==> config.mk <==
export PLATFORM = sky130hd
export DESIGN_NAME = flash_boot_loader
export DESIGN_NICKNAME = d
export VERILOG_FILES = /design/src/rtl/flash_boot_pkg.sv /design/src/rtl/flash_boot_sck_gen.sv /design/src/rtl/flash_boot_loader.sv
export SDC_FILE = /design/constraint.sdc
export NUM_CORES = 1
export LEC_CHECK = 0
export ABC_AREA = 1
export CAP_MARGIN = 20
export CORE_ASPECT_RATIO = 0.75
export CORE_MARGIN = 2
export CORE_UTILIZATION = 55
export DETAILED_ROUTE_END_ITERATION = 16
export PLACE_DENSITY = 0.83
export SYNTH_ARGS = -nofsm -noshare
export SYNTH_HDL_FRONTEND = slang
export SYNTH_SLANG_ARGS = --single-unit
==> constraint.sdc <==
create_clock -name clk -period 3.8 [get_ports clk]
set_clock_uncertainty 0.15 [all_clocks]
set_input_delay 1.14 -clock clk [delete_from_list [all_inputs] [get_ports clk]]
set_output_delay 1.14 -clock clk [all_outputs]
set_load 0.01 [all_outputs]
==> src/rtl/flash_boot_pkg.sv <==
// flash_boot_pkg: shared definitions for the SPI NOR boot loader.
//   state_t        boot FSM states
//   CMD_READ       0x03 single-bit READ opcode
//   CMD_FAST_READ  0x0B FAST_READ opcode (used with FLASH_BOOT_FAST_READ_EN)
//   DUMMY_CYCLES   SCK cycles inserted after the address for FAST_READ
//   byte_swap32    converts flash byte order into a little-endian RAM word
package flash_boot_pkg;

    typedef enum logic [3:0] {
        ST_IDLE,
        ST_CS_SETUP,
        ST_CMD,
        ST_ADDR,
        ST_DUMMY,
        ST_DATA,
        ST_WRITE,
        ST_CS_HOLD,
        ST_CS_HIGH,
        ST_DONE
    } state_t;

    localparam logic [7:0]  CMD_READ      = 8'h03;
    localparam logic [7:0]  CMD_FAST_READ = 8'h0B;
    localparam int unsigned DUMMY_CYCLES  = 8;

    // The first flash byte of a word is shifted in first and so ends up in
    // the top byte of the shift register; the RAM wants it in bits [7:0].
    function automatic logic [31:0] byte_swap32(input logic [31:0] w);
        return {w[7:0], w[15:8], w[23:16], w[31:24]};
    endfunction

endpackage

==> src/rtl/flash_boot_sck_gen.sv <==
// flash_boot_sck_gen: SPI mode-0 SCK generator with edge strobes.
//   clk, rst_n  system clock, async active-low reset
//   en          run enable; when low the divider and SCK are held at 0
//   sck         SCK level (idles low)
//   rise_en     one-cycle strobe in the clk cycle whose edge raises SCK
//   fall_en     one-cycle strobe in the clk cycle whose edge lowers SCK
// CLK_DIV is the SCK half-period in clk cycles (>= 1).
module flash_boot_sck_gen
    import flash_boot_pkg::*;
#(
    parameter int unsigned CLK_DIV = 2
) (
    input  logic clk,
    input  logic rst_n,
    input  logic en,
    output logic sck,
    output logic rise_en,
    output logic fall_en
);

    localparam int unsigned   CW   = (CLK_DIV > 1) ? $clog2(CLK_DIV) : 1;
    localparam logic [CW-1:0] LAST = CW'(CLK_DIV - 1);

    logic [CW-1:0] cnt;
    logic          tick;

    assign tick    = en && (cnt == LAST);
    assign rise_en = tick && !sck;
    assign fall_en = tick && sck;

    always_ff @(posedge clk or negedge rst_n) begin
        if (!rst_n) begin
            cnt <= '0;
            sck <= 1'b0;
        end else if (!en) begin
            cnt <= '0;
            sck <= 1'b0;
        end else if (tick) begin
            cnt <= '0;
            sck <= ~sck;
        end else begin
            cnt <= cnt + CW'(1);
        end
    end

endmodule

==> src/rtl/flash_boot_loader.sv <==
// flash_boot_loader: copies len_i 32-bit words from SPI NOR flash (single-bit
// READ, or FAST_READ when FLASH_BOOT_FAST_READ_EN is defined) into RAM.
//   clk, rst_n                    system clock, async active-low reset
//   start_i                       start pulse, sampled only in IDLE
//   src_addr_i/dst_addr_i/len_i   flash byte address, RAM byte address, words
//   busy_o, done_o                transfer in progress, completion pulse
//   spi_clk_o/csn_o/sdo_o/sdi_i   flash pins (mode 0)
//   mem_req_o/addr_o/wdata_o/gnt_i RAM write port, write accepted on req&gnt
// Macro: FLASH_BOOT_FAST_READ_EN selects opcode 0x0B plus 8 dummy SCK cycles.
module flash_boot_loader
    import flash_boot_pkg::*;
#(
    parameter int unsigned CLK_DIV = 2,
    parameter int unsigned LEN_W   = 16
) (
    input  logic             clk,
    input  logic             rst_n,
    input  logic             start_i,
    input  logic [23:0]      src_addr_i,
    input  logic [31:0]      dst_addr_i,
    input  logic [LEN_W-1:0] len_i,
    output logic             busy_o,
    output logic             done_o,
    output logic             spi_clk_o,
    output logic             spi_csn_o,
    output logic             spi_sdo_o,
    input  logic             spi_sdi_i,
    output logic             mem_req_o,
    output logic [31:0]      mem_addr_o,
    output logic [31:0]      mem_wdata_o,
    input  logic             mem_gnt_i
);

`ifdef FLASH_BOOT_FAST_READ_EN
    localparam logic [7:0] READ_CMD   = CMD_FAST_READ;
    localparam state_t     AFTER_ADDR = ST_DUMMY;
`else
    localparam logic [7:0] READ_CMD   = CMD_READ;
    localparam state_t     AFTER_ADDR = ST_DATA;
`endif

    localparam int unsigned GW = $clog2(2 * CLK_DIV) + 1;

    state_t            state, next_state;
    logic              sck_en, rise_en, fall_en, start_ok;
    logic [31:0]       sout, sin, dst;
    logic [4:0]        bit_cnt;
    logic [LEN_W-1:0]  words;
    logic [GW-1:0]     gap_cnt;

    flash_boot_sck_gen #(.CLK_DIV(CLK_DIV)) u_sck (
        .clk     (clk),
        .rst_n   (rst_n),
        .en      (sck_en),
        .sck     (spi_clk_o),
        .rise_en (rise_en),
        .fall_en (fall_en)
    );

    assign start_ok   = (state == ST_IDLE) && start_i;
    assign spi_sdo_o  = sout[31];
    assign mem_addr_o = dst;

    always_ff @(posedge clk or negedge rst_n) begin
        if (!rst_n) state <= ST_IDLE;
        else        state <= next_state;
    end

    // CMD and ADDR share one 32-bit shift-out word, so bit_cnt runs 0..31
    // across both and wraps to 0 on its own when ADDR ends.
    always_comb begin
        next_state = state;
        sck_en     = 1'b0;
        unique case (state)
            ST_IDLE:     if (start_i) next_state = (len_i == '0) ? ST_DONE : ST_CS_SETUP;
            ST_CS_SETUP: begin
                sck_en = 1'b1;
                if (rise_en) next_state = ST_CMD;
            end
            ST_CMD: begin
                sck_en = 1'b1;
                if (fall_en && bit_cnt == 5'd7) next_state = ST_ADDR;
            end
            ST_ADDR: begin
                sck_en = 1'b1;
                if (fall_en && bit_cnt == 5'd31) next_state = AFTER_ADDR;
            end
            ST_DUMMY: begin
                sck_en = 1'b1;
                if (fall_en && bit_cnt == 5'(DUMMY_CYCLES - 1)) next_state = ST_DATA;
            end
            ST_DATA: begin
                sck_en = 1'b1;
                if (fall_en && bit_cnt == 5'd31) next_state = ST_WRITE;
            end
            ST_WRITE:    if (mem_gnt_i) next_state = (words == LEN_W'(1)) ? ST_CS_HOLD : ST_DATA;
            ST_CS_HOLD:  if (gap_cnt == GW'(CLK_DIV - 1)) next_state = ST_CS_HIGH;
            ST_CS_HIGH:  if (gap_cnt == GW'(2 * CLK_DIV - 1)) next_state = ST_DONE;
            ST_DONE:     next_state = ST_IDLE;
            default:     next_state = ST_IDLE;
        endcase
    end

    always_ff @(posedge clk or negedge rst_n) begin
        if (!rst_n) begin
            sout        <= '0;
            sin         <= '0;
            dst         <= '0;
            bit_cnt     <= '0;
            words       <= '0;
            gap_cnt     <= '0;
            mem_wdata_o <= '0;
            mem_req_o   <= 1'b0;
            spi_csn_o   <= 1'b1;
            busy_o      <= 1'b0;
            done_o      <= 1'b0;
        end else begin
            if (start_ok) begin
                sout    <= {READ_CMD, src_addr_i};
                dst     <= dst_addr_i;
                words   <= len_i;
                bit_cnt <= '0;
            end
            if (fall_en) begin
                sout    <= {sout[30:0], 1'b0};
                bit_cnt <= (state == ST_DUMMY && next_state == ST_DATA) ? '0 : bit_cnt + 5'd1;
            end
            if (rise_en && state == ST_DATA) sin <= {sin[30:0], spi_sdi_i};
            if (state == ST_DATA && next_state == ST_WRITE) mem_wdata_o <= byte_swap32(sin);
            if (state == ST_WRITE && mem_gnt_i) begin
                dst   <= dst + 32'd4;
                words <= words - LEN_W'(1);
            end
            gap_cnt <= ((state == ST_CS_HOLD || state == ST_CS_HIGH) && next_state == state)
                       ? gap_cnt + GW'(1) : '0;
            // Pins and handshake are registered from next_state so they are
            // glitch-free yet line up with the state they belong to.
            spi_csn_o <= !(next_state inside {ST_CS_SETUP, ST_CMD, ST_ADDR, ST_DUMMY,
                                              ST_DATA, ST_WRITE, ST_CS_HOLD});
            mem_req_o <= (next_state == ST_WRITE);
            busy_o    <= (state == ST_IDLE) ? start_i : (state != ST_DONE);
            done_o    <= (state == ST_DONE);
        end
    end

endmodule

== Word level (Yosys, flattened, before mapping) ==
Cells that the tools add are included.
Storage, ports and cells
  register bits: 162
  input port bits: 77
  logic and storage cells: 92
Cells by class
  $add $sub $neg: 5
  equality and inequality tests: 24
  muxes and demuxes: 28
  bitwise operators: 1
  reduce and logical (&&, ||, !) cells: 20
Operator list (number)
  two-way mux 32 bit: 4
  two-way mux 4 bit: 10
  one-hot mux 4 bit (9 select lines): 1
  adder 32 x 3 -> 32 bit (second input constant): 1
  == test 4 x 3 -> 1 bit (second input constant): 8
  two-way mux 16 bit: 2
  == test 16 x 1 -> 1 bit (second input constant): 1
  == test 4 x 2 -> 1 bit (second input constant): 4
  zero test 16 bit: 1
  subtractor 16 x 1 -> 16 bit (second input constant): 1
  two-way mux 5 bit: 3
  logical AND 1 bit: 11
  == test 4 x 1 -> 1 bit (second input constant): 2
  == test 4 bit (second input constant): 2
  nonzero test 7 bit: 1
  two-way mux 1 bit: 6
  adder 5 x 1 -> 5 bit (second input constant): 1
  == test 5 x 3 -> 1 bit (second input constant): 1
  == test 5 bit (second input constant): 1
  OR reduction 5 bit: 1
  == test 4 bit: 1
  zero test 4 bit: 1
  inequality test 4 bit (second input constant): 1
  nonzero test 2 bit: 2
  10 further kinds: 11

== Depth between registers and ports, before layout ==
Gate-level depths: netlist of the first run.
  word-level depth: 12
  depth in mapped cells: 12

== Modules after synthesis ==
A second synthesis of the first run with hierarchy kept.
Second synthesis, totals
  cells, all modules: 1017
  area, all modules: 8052.7 sq um
Modules (own cells, without submodules)
  flash_boot_loader: instances 1, cells each 1005, area an instance 7962.6 sq um, seq. area each 4005.1 sq um
  flash_boot_sck_gen: instances 1, cells each 12, area an instance 90.1 sq um, seq. area each 50.0 sq um

== Worst setup path before layout of the first run ==
Ideal clock, no wire load.
  path type: input to register
  from: input port mem_gnt_i
  to: register gap_cnt[0]
  library setup time: 118 ps
  data arrival time: 1883 ps
  required time: 3532 ps
  setup slack: 1649 ps
  cell stages on the path: 8
  path buffers: 0
  cells stage by stage: nand3_2 -> nand2_1 -> nor2_1 -> nand2_1 -> nor2_1 -> nand3_1 -> nand3_1 -> nor2_1
Between the ends
  longest elaborated chain between the ends: 5
Ends and longest elaborated chain
  start, declared: RTL line flash_boot_loader.sv:31  | input logic mem_gnt_i
  two-way mux 4 bit: RTL line flash_boot_loader.sv:96  | ST_WRITE: if (mem_gnt_i) next_state = (words == LEN_W'(1)) ? ST_CS_HOLD : ST_DATA;
  one-hot mux 4 bit (9 select lines): RTL line flash_boot_loader.sv:74  | unique case (state)
  == test 4 bit: RTL line flash_boot_loader.sv:134  | gap_cnt <= ((state == ST_CS_HOLD || state == ST_CS_HIGH) && next_state == state)
  logical AND 1 bit: RTL line flash_boot_loader.sv:134
  two-way mux 3 bit: RTL line flash_boot_loader.sv:135  | ? gap_cnt + GW'(1) : '0;
  end signal, assigned: RTL line flash_boot_loader.sv:134
  end, declared: RTL line flash_boot_loader.sv:49  | logic [GW-1:0] gap_cnt;
Every way passes these cells.
A chain may end at the register's enable or synchronous reset.

== Worst setup path after layout of the first run ==
  from: input port mem_gnt_i
  to: register words[3]
Between the ends
  longest elaborated chain between the ends: 2
Ends and longest elaborated chain
  logical AND 1 bit *: RTL line flash_boot_loader.sv:130  | if (state == ST_WRITE && mem_gnt_i) begin
  two-way mux 16 bit or nonzero test 2 bit (tied branches)
  end signal, assigned: RTL line flash_boot_loader.sv:121  | words <= len_i;
  end signal, assigned: RTL line flash_boot_loader.sv:132  | words <= words - LEN_W'(1);
  end, declared: RTL line flash_boot_loader.sv:48  | logic [LEN_W-1:0] words;
Every way passes the cells marked *; elsewhere a longest branch is shown, timed or not.

==> metrics.txt, run 1 <==
final setup fails=0; Tcrit/Tclk final=0.732; Max Cap Viol=0; RSZ-0062 raised after global routing=no; Yosys Warn Count=0; Setup WS pre-CTS=0.637 ns; placed instance count=1,287; Final Hold Violating Endpoints=0; Hold Crit Depth=2; DR pass1 iterations=6; worst slew pin tran=0.994 ns; clock-pin slew on the worst setup and hold paths=0.07 ns; Critical Path Sink Type=flip-flop; n_diodes=0; Synth area leader=dfrtp_1; fin. max-slew vios=0; reg2reg end=mem_wdata_o[30]; worst reg-to-reg path cell count=8; Core Region=14,300 um^2; Hold Path Class=reg2reg; Layout Area Growth over Synthesis=28.7%; Fill cells=1,096; Initial Util=0.558; Hold WS=0.328 ns; most frequent cells in the layout=266 x nand2_1, 161 x dfrtp_1, 145 x clkdlybuf4s50_1; Final ANT Viol Nets=0; multi-input logic area=3190 um^2; Cell Pwr Density=642 nW/um^2; WL per Instance=15.2 um; Critical Path RT=3.98 ns; Post-Synthesis Cell Area=7990 um^2; fmax=360 MHz; startpoint of the lowest-slack hold path=sin[9]; Setup Crit Path Kind=in2reg; CTS resizes=0; Congestion Overflow GR=0; Final Cell Area=10,300 um^2; crit path DAT=2.97 ns; clk sinks=162; sequential cell area=4060 um^2; outcome=complete, no violations; Largest delay share family, worst path=buffers and inverters; I/O Buffers=146; Avg Inst Size Synth=8.30 um^2; Slew HR=0.335; FP Rows=38; fin crit period=2.78 ns; register area share after synthesis=0.508; Hold Crit Endpoint=sin[10]; #FFs+latches synth=162; Slowest cell on crit path=clkdlybuf4s50_1; die width=143 um; Buf/Inv on CP=4; DR DRC count=0; IO Count=147; H-tree depth=4; CTS tree=yes; placed cell area=9660 um^2; Final #Nets=1,191; # Post-CTS Setup Buffers=0; commonest non-fill, non-tap cell in the layout=nand2_1; P_leak=4.60 nW; worst-path cell chain=clkdlybuf4s50_1 > nand3_2 > buf_4 > clkinv_1 > buf_4 > nand2_1 > nor3_1 > nand2_1 > o211ai_1; Setup TNS=0 ns; total track usage=0.271; CTS Buffer Depth=2; CTS Buf Count=17; HPWL after DPL=14,000 um; initial antenna violation count=0; final core occ=0.718; worst setup margin=1.02 ns; Root Driver=clkbuf_16; fin cells=1,319; worst skew pair latency=0.42 ns; first-pass GRT wire length=33,000 um; layout cells sized above 1=0.0786; VDD IR-drop max=0.332 mV; largest net degree at the start of global routing=70; crit start category=input pin; gpl congestion=0.891; Tot Pwr=6.60 mW; die area=15,500 um^2; Yosys top cell area share=0.504; DR vias=7,143; CP peak stage delay=0.51 ns; syn_nets=1,047; Synth Instances=962; hold_buf cts=0; DR vias/cell=5.42; RR Startpoint=bit_cnt[0]; drt total wl=20,000 um; Die H=108 um; drt first-iter violations=511; top cells by area, synth=dfrtp_1 50%, nand2_1 13%, inv_1 6.7%; Synth cell types=42; Max FO, Critical Path=12; vias in the first global route=6,895; reg-to-reg slack, setup=1.37 ns
## cell usage after synthesis, drive strengths merged
cell and n:
or2 2, dfrtp 161, clkbuf 15, dfstp 1
nor3b 1, o21ai 97, o2111ai 1, buf 18
xor2 6, xnor2 2, a22oi 3, nor4 12
o211ai 30, clkinv 1, nand2 268, nor3 14
o221ai 25, nand3 60, a21oi 9, o21bai 2
o311ai 3, inv 147, nand4 10, a31oi 1
o22ai 6, nor2 58, nand3b 1, ha 8
## per-layer routing
layer	track usage	routed length, um	up-vias
met3	0.0474	1310	31
met2	0.416	9090	263
met4	0.0820	306	0
li1	-	-	3443
met5	0	0	-
met1	0.395	9300	3406
## power by group
part	internal, mW	leakage [nW]	switching, mW
Clock	1.06	0.301	0.746
Combinational	0.949	2.18	1.25
Sequential	2.18	2.11	0.417
Total	4.19	4.60	2.42
## sequential cells by signal, summed over array words and instances, names as in the netlist
name / cells
u_sck.cnt: 1
mem_addr_o: 32
done_o: 1
words: 16
mem_req_o: 1
busy_o: 1
u_sck.sck: 1
gap_cnt: 3
bit_cnt: 5
spi_csn_o: 1
state: 4
sin: 32
sout: 32
mem_wdata_o: 32
## tightest hold or removal path, cell delays in order (launching register included)
cell     delay (ns)
dfrtp_1        0.34
nand2_1        0.07
o21ai_2        0.05
## layout make-up
cell class                      instances  area share
Sequential cell                       162       0.394
Multi-Input combinational cell        619       0.311
Timing Repair Buffer                  158       0.156
Inverter                              148      0.0540
Clock buffer                           18      0.0417
Tap cell                              200      0.0243
Clock inverter                         14      0.0190
## logic make-up (layout without fill, tap and decap cells)
| logic type | after synthesis | in the layout | synth area share |
|---|---|---|---|
| xor gates and xnor gates | 8 | 8 | 0.00877 |
| and+or+nand+nor | 426 | 426 | 0.229 |
| buffers and inverters | 181 | 338 | 0.0924 |
| adders and majority gates | 8 | 8 | 0.0125 |
| AOI/OAI and AO/OA | 177 | 177 | 0.150 |
| DFF | 162 | 162 | 0.508 |
## worst max path at each step
| stage | start | to | slack, ns | cells after the start |
|---|---|---|---|---|
| finish | mem_gnt_i | words[3] | 1.02 | 9 |
| global route | mem_gnt_i | words[3] | 0.87 | 9 |
| CTS | spi_csn_o | spi_csn_o | 1.0 | 1 |
| detailed placement | mem_gnt_i | words[3] | 0.64 | 9 |
| global placement | mem_gnt_i | words[3] | 0.72 | 9 |
| floorplan | mem_gnt_i | gap_cnt[0] | 1.65 | 8 |
Power figures use the tool's default switching activity.
==> run 2, diff against run 1 <==
- CORE_UTILIZATION: 55 -> 48
- PLACE_DENSITY: 0.83 -> 0.77
- clock period: 3.8 -> 2.4 ns (I/O delays scaled with it)
==> run 2 against run 1 <==
Final cell count rose by 1.7%. Flip-flop and latch count unchanged. Non-clock buffer count rose by 12. First-iteration DRC count increased by 14%. Critical path depth fell by 8. Total power is 55% higher. Clock power grew 44%. Critical path type is now reg2out. Highest routed layer unchanged.
==> metrics.txt, run 2 (synthesis gave the netlist of run 1 again) <==
outcome=complete, no violations; largest net degree at the start of global routing=65 (-7.1%); first-pass GRT wire length=34,100 um (+3.4%); worst skew pair latency=0.42 ns (about the same); Largest delay share family, worst path=flip-flops; worst slew pin tran=0.615 ns (-0.378 ns); Root Driver=clkbuf_16; FP Rows=40 (+5.3%); Max FO, Critical Path=1 (-11); reg2reg end=mem_addr_o[21]; Slowest cell on crit path=dfstp_2; drt first-iter violations=585 (+14%); IO Count=147 (unchanged); Levels on crit path=1 (-8); fin. max-slew vios=0 (unchanged); reg-to-reg slack, setup=0.35 ns (-1.02 ns); gpl congestion=0.936 (+5.0%); Critical Path RT=1.53 ns (-2.45 ns); P_leak=4.66 nW (+1.3%); final core occ=0.643 (-0.0753); worst reg-to-reg path cell count=11 (+3); n_diodes=0 (unchanged); Final Hold Violating Endpoints=0 (unchanged); commonest non-fill, non-tap cell in the layout=nand2_1; VDD IR-drop max=0.558 mV (+68%); Slew HR=0.586 (+0.251); I/O Buffers=146 (unchanged); Die H=116 um (+6.8%); CTS tree=yes; hold_buf cts=0 (unchanged); Cell Pwr Density=981 nW/um^2 (+53%); Congestion Overflow GR=0 (unchanged); fmax=426 MHz; Critical Path Sink=spi_csn_o; clk sinks=162 (unchanged); CTS Buf Count=17 (unchanged); Critical Path Sink Type=output pin; most frequent cells in the layout=266 x nand2_1, 160 x dfrtp_1, 144 x clkdlybuf4s50_1; Initial Util=0.494 (-0.0640); die area=17,700 um^2 (+14%); fin crit period=2.35 ns; placed cell area=9820 um^2 (+1.7%); DR DRC count=0 (unchanged); DR vias/cell=5.25 (-3.1%); Max Cap Viol=0 (unchanged); Hold Path Class=in2async; # Post-CTS Setup Buffers=0 (unchanged); layout cells sized above 1=0.0911 (+0.0124); DR vias=7,034 (-1.5%); CTS Buffer Depth=2 (unchanged); initial antenna violation count=0 (unchanged); vias in the first global route=6,782 (-1.6%); Final ANT Viol Nets=0 (unchanged); clock-pin slew on the worst setup and hold paths=0.07 ns (about the same); DR pass1 iterations=5 (-1); H-tree depth=4 (unchanged); Layout Area Growth over Synthesis=30.2%; worst-path cell chain=clkdlybuf4s50_1; Tcrit/Tclk final=0.978; die width=153 um (+6.8%); final setup fails=0 (unchanged); Core Region=16,200 um^2 (+13%); Final Cell Area=10,400 um^2 (+1.1%); Buf/Inv on CP=1 (-3); Final #Nets=1,203 (+1.0%); WL per Instance=15.2 um (+0.20%); CP peak stage delay=0.53 ns (+0.02 ns); RSZ-0062 raised after global routing=no; RR Startpoint=mem_addr_o[6]; Crit. Startpoint=spi_csn_o; HPWL after DPL=14,700 um (+5.1%); Setup Crit Path Kind=reg2out; total track usage=0.242 (-0.0289); drt total wl=20,400 um (+1.9%); crit start category=flip-flop; crit path DAT=1.48 ns (-1.49 ns)
[run 2: repair_timing]
item                       4_1_cts  5_1_grt
hold endpoints to repair         0        0
resized for setup                0        3
setup endpoints to repair        0        3
[run 2: metrics by stage]
| step | power (mW) | TNS [ns] | hold WS (ns) | worst slack [ns] | instances |
|---|---|---|---|---|---|
| 6_report | 10.2 | 0 | 0.0673 | 0.0536 | 1341 |
| 5_1_grt | 10.9 | 0 | 0.0809 | 0.00188 | 1341 |
| 4_1_cts | 10.3 | 0 | 0.0767 | 0.0353 | 1341 |
| 3_5_place_dp | 7.63 | -0.140 | 0.314 | -0.0572 | 1309 |
| 3_3_place_gp | 7.49 | -0.0558 | 0.309 | -0.0558 | 1309 |
| 2_1_floorplan | 6.09 | 0 | 0.274 | 0.617 | 962 |
[run 2: how the worst min path moves through the flow]
stage               slack [ns]    endpoint  startpoint  cells after the start
detailed placement        0.31     sin[22]     sin[21]                      2
finish                    0.07    words[7]       rst_n                      1
CTS                       0.08    words[7]       rst_n                      1
global route              0.08    words[7]       rst_n                      1
global placement          0.31     sin[22]     sin[21]                      2
floorplan                 0.27  bit_cnt[0]       rst_n                      0
[run 2: layout make-up]
type,instances,area (um^2)
Clock buffer,17,425
Clock inverter,15,143
Fill cell,1351,5770
Inverter,148,556
Multi-Input combinational cell,619,3200
Sequential cell,162,4060
Tap cell,210,263
Timing Repair Buffer,170,1760
[run 2: power breakdown]
group | internal [mW] | total [mW] | switching [mW]
sequential | 3.45 | 4.09 | 0.641
combinational | 1.54 | 3.51 | 1.98
clock | 1.37 | 2.60 | 1.22
total | 6.36 | 10.2 | 3.84
[run 2: routing by layer]
metal	share of wire	track usage	vias to the layer above
met2	0.44	0.367	224
li1	-	-	3465
met1	0.48	0.353	3320
met5	0	0	-
met4	0.017	0.0735	0
met3	0.063	0.0509	25
==> run 3, diff against run 2 <==
- HOLD_SLACK_MARGIN: default -> 0.1
- REMOVE_ABC_BUFFERS: default -> 1
- SLEW_MARGIN: default -> 10
==> run 3 against run 2 <==
Non-clock buffer count is 2 higher. Via count is 0.98% lower. Die area stayed put. Utilization is 0.43 points higher. Global-route usage is 1.5 points lower. Sequential power hardly changed. Critical path depth stayed put. Fmax is 0.66% lower. Cell area is 0.66% higher. Wire length is 6.1% lower. Flip-flop and latch count stayed put. Register-to-register slack worse by 0.06 ns.
==> metrics.txt, run 3 (synthesis gave the netlist of run 1 again) <==
Die H=116 um (unchanged); DR vias/cell=5.19 (-1.1%); VDD IR-drop max=0.697 mV (+25%); Congestion Overflow GR=0 (unchanged); Buf/Inv on CP=1 (unchanged); Slew HR=0.651 (+0.0653); outcome=complete, no violations; Slowest cell on crit path=clkdlybuf4s50_1; FP Rows=40 (unchanged); fin crit period=2.36 ns (+0.0155 ns); commonest non-fill, non-tap cell in the layout=nand2_1; worst skew pair latency=0.42 ns (about the same); drt first-iter violations=527 (-9.9%); layout cells sized above 1=0.0918 (+0.000722); Root Driver=clkbuf_16; CTS Buffer Depth=2 (unchanged); initial antenna violation count=0 (unchanged); CTS tree=yes; crit start category=flip-flop; fmax=423 MHz (-0.66%); final core occ=0.647 (+0.00426); CTS Buf Count=17 (unchanged); Max FO, Critical Path=6 (+5); total track usage=0.227 (-0.0151); DR pass1 iterations=5 (unchanged); Initial Util=0.494 (unchanged); P_leak=4.69 nW (+0.57%); Tcrit/Tclk final=0.984 (+0.00647); Setup Crit Path Kind=reg2out; WL per Instance=14.2 um (-6.3%); Setup TNS=0 ns (unchanged); I/O Buffers=146 (unchanged); DR vias=6,965 (-0.98%); Cell Pwr Density=1000 nW/um^2 (+2.0%); Fill cells=1,376 (+1.9%); most frequent cells in the layout=266 x nand2_1, 159 x dfrtp_1, 145 x clkdlybuf4s50_1; Critical Path RT=1.53 ns (about the same); worst slew pin tran=0.518 ns (-0.0971 ns); IO Count=147 (unchanged); Final #Nets=1,205 (+0.17%); vias in the first global route=6,561 (-3.3%); crit path DAT=1.49 ns (about the same); gpl congestion=0.888 (-5.1%); H-tree depth=4 (unchanged); Largest delay share family, worst path=buffers and inverters; Max Cap Viol=0 (unchanged); largest net degree at the start of global routing=65 (unchanged); first-pass GRT wire length=32,100 um (-6.0%); die area=17,700 um^2 (unchanged); n_diodes=0 (unchanged); clock-pin slew on the worst setup and hold paths=0.07 ns (about the same); Core Region=16,200 um^2 (unchanged); Final ANT Viol Nets=0 (unchanged); Final Hold Violating Endpoints=0 (unchanged); RSZ-0062 raised after global routing=no; die width=153 um (unchanged); Setup WS pre-CTS=0.00212 ns (+0.0593 ns); clk sinks=162 (unchanged); drt total wl=19,100 um (-6.1%); final setup fails=0 (unchanged); Hold Path Class=reg2reg; worst-path cell chain=clkdlybuf4s50_1; CP peak stage delay=0.59 ns (+0.06 ns); Layout Area Growth over Synthesis=31.0%; HPWL after DPL=14,100 um (-4.3%); worst setup margin=0.0380 ns (-0.0155 ns); DR DRC count=0 (unchanged); Critical Path Sink Type=output pin; fin. max-slew vios=0 (unchanged)
## run 3: cell types whose count changed in the layout (fill, tap and decap cells not counted), moves of 2 or more
cell,previous run,this run
bufinv_16,0,3
clkbuf_8,0,3
clkinv_2,0,2
inv_6,5,2
inv_8,3,0
## run 3: routing by layer
layer	vias to the layer above	wire length, um	track usage
li1	3484	-	-
met1	3264	9330	0.332
met2	188	8260	0.332
met3	29	1170	0.0565
met4	0	358	0.0772
met5	-	0	0
## run 3: through the flow
step	instance area (um^2)	hold WS, ns	total power [mW]	instances
floorplan	7800	0.274	6.03	929
global placement	9830	0.310	7.57	1310
detailed placement	9830	0.313	7.66	1310
CTS	10500	0.330	10.5	1343
global route	10500	0.353	11.2	1343
finish	10500	0.321	10.5	1343
## run 3: report_power, final
| group | switching, mW | internal [mW] | total (mW) |
|---|---|---|---|
| Clock | 1.10 | 1.73 | 2.83 |
| Combinational | 1.98 | 1.59 | 3.56 |
| Sequential | 0.633 | 3.45 | 4.09 |
| Total | 3.71 | 6.77 | 10.5 |
## run 3: final cells by class
type | instances | area [um^2] | area share
inverter | 148 | 556 | 0.0531
multi-input combinational | 619 | 3200 | 0.305
clock inverter | 11 | 150 | 0.0143
tap | 210 | 263 | 0.0251
timing repair buffer | 172 | 1770 | 0.169
sequential | 162 | 4060 | 0.388
clock buffer | 21 | 470 | 0.0450
## run 3: what timing repair did
action,in CTS,in global routing
endpoints found under the setup margin,0,3
hold buffers,1,0
endpoints found under the hold margin,41,0
gates resized for setup,0,3
buffers inserted,0,0
## run 3: path summary, 6_finish.rpt
check                                    start              to  slack, ns  depth (start not counted)
worst min-delay path                gap_cnt[0]      gap_cnt[0]       0.32                          1
max in group asynchronous                rst_n       spi_csn_o       0.81                          3
min in group asynchronous                rst_n          sin[6]       0.68                          2
worst min register to register      gap_cnt[0]      gap_cnt[0]       0.32                          1
worst max-delay path            mem_addr_o[23]  mem_addr_o[23]       0.04                          1
worst max register to register      bit_cnt[0]  mem_wdata_o[9]       0.29                          9
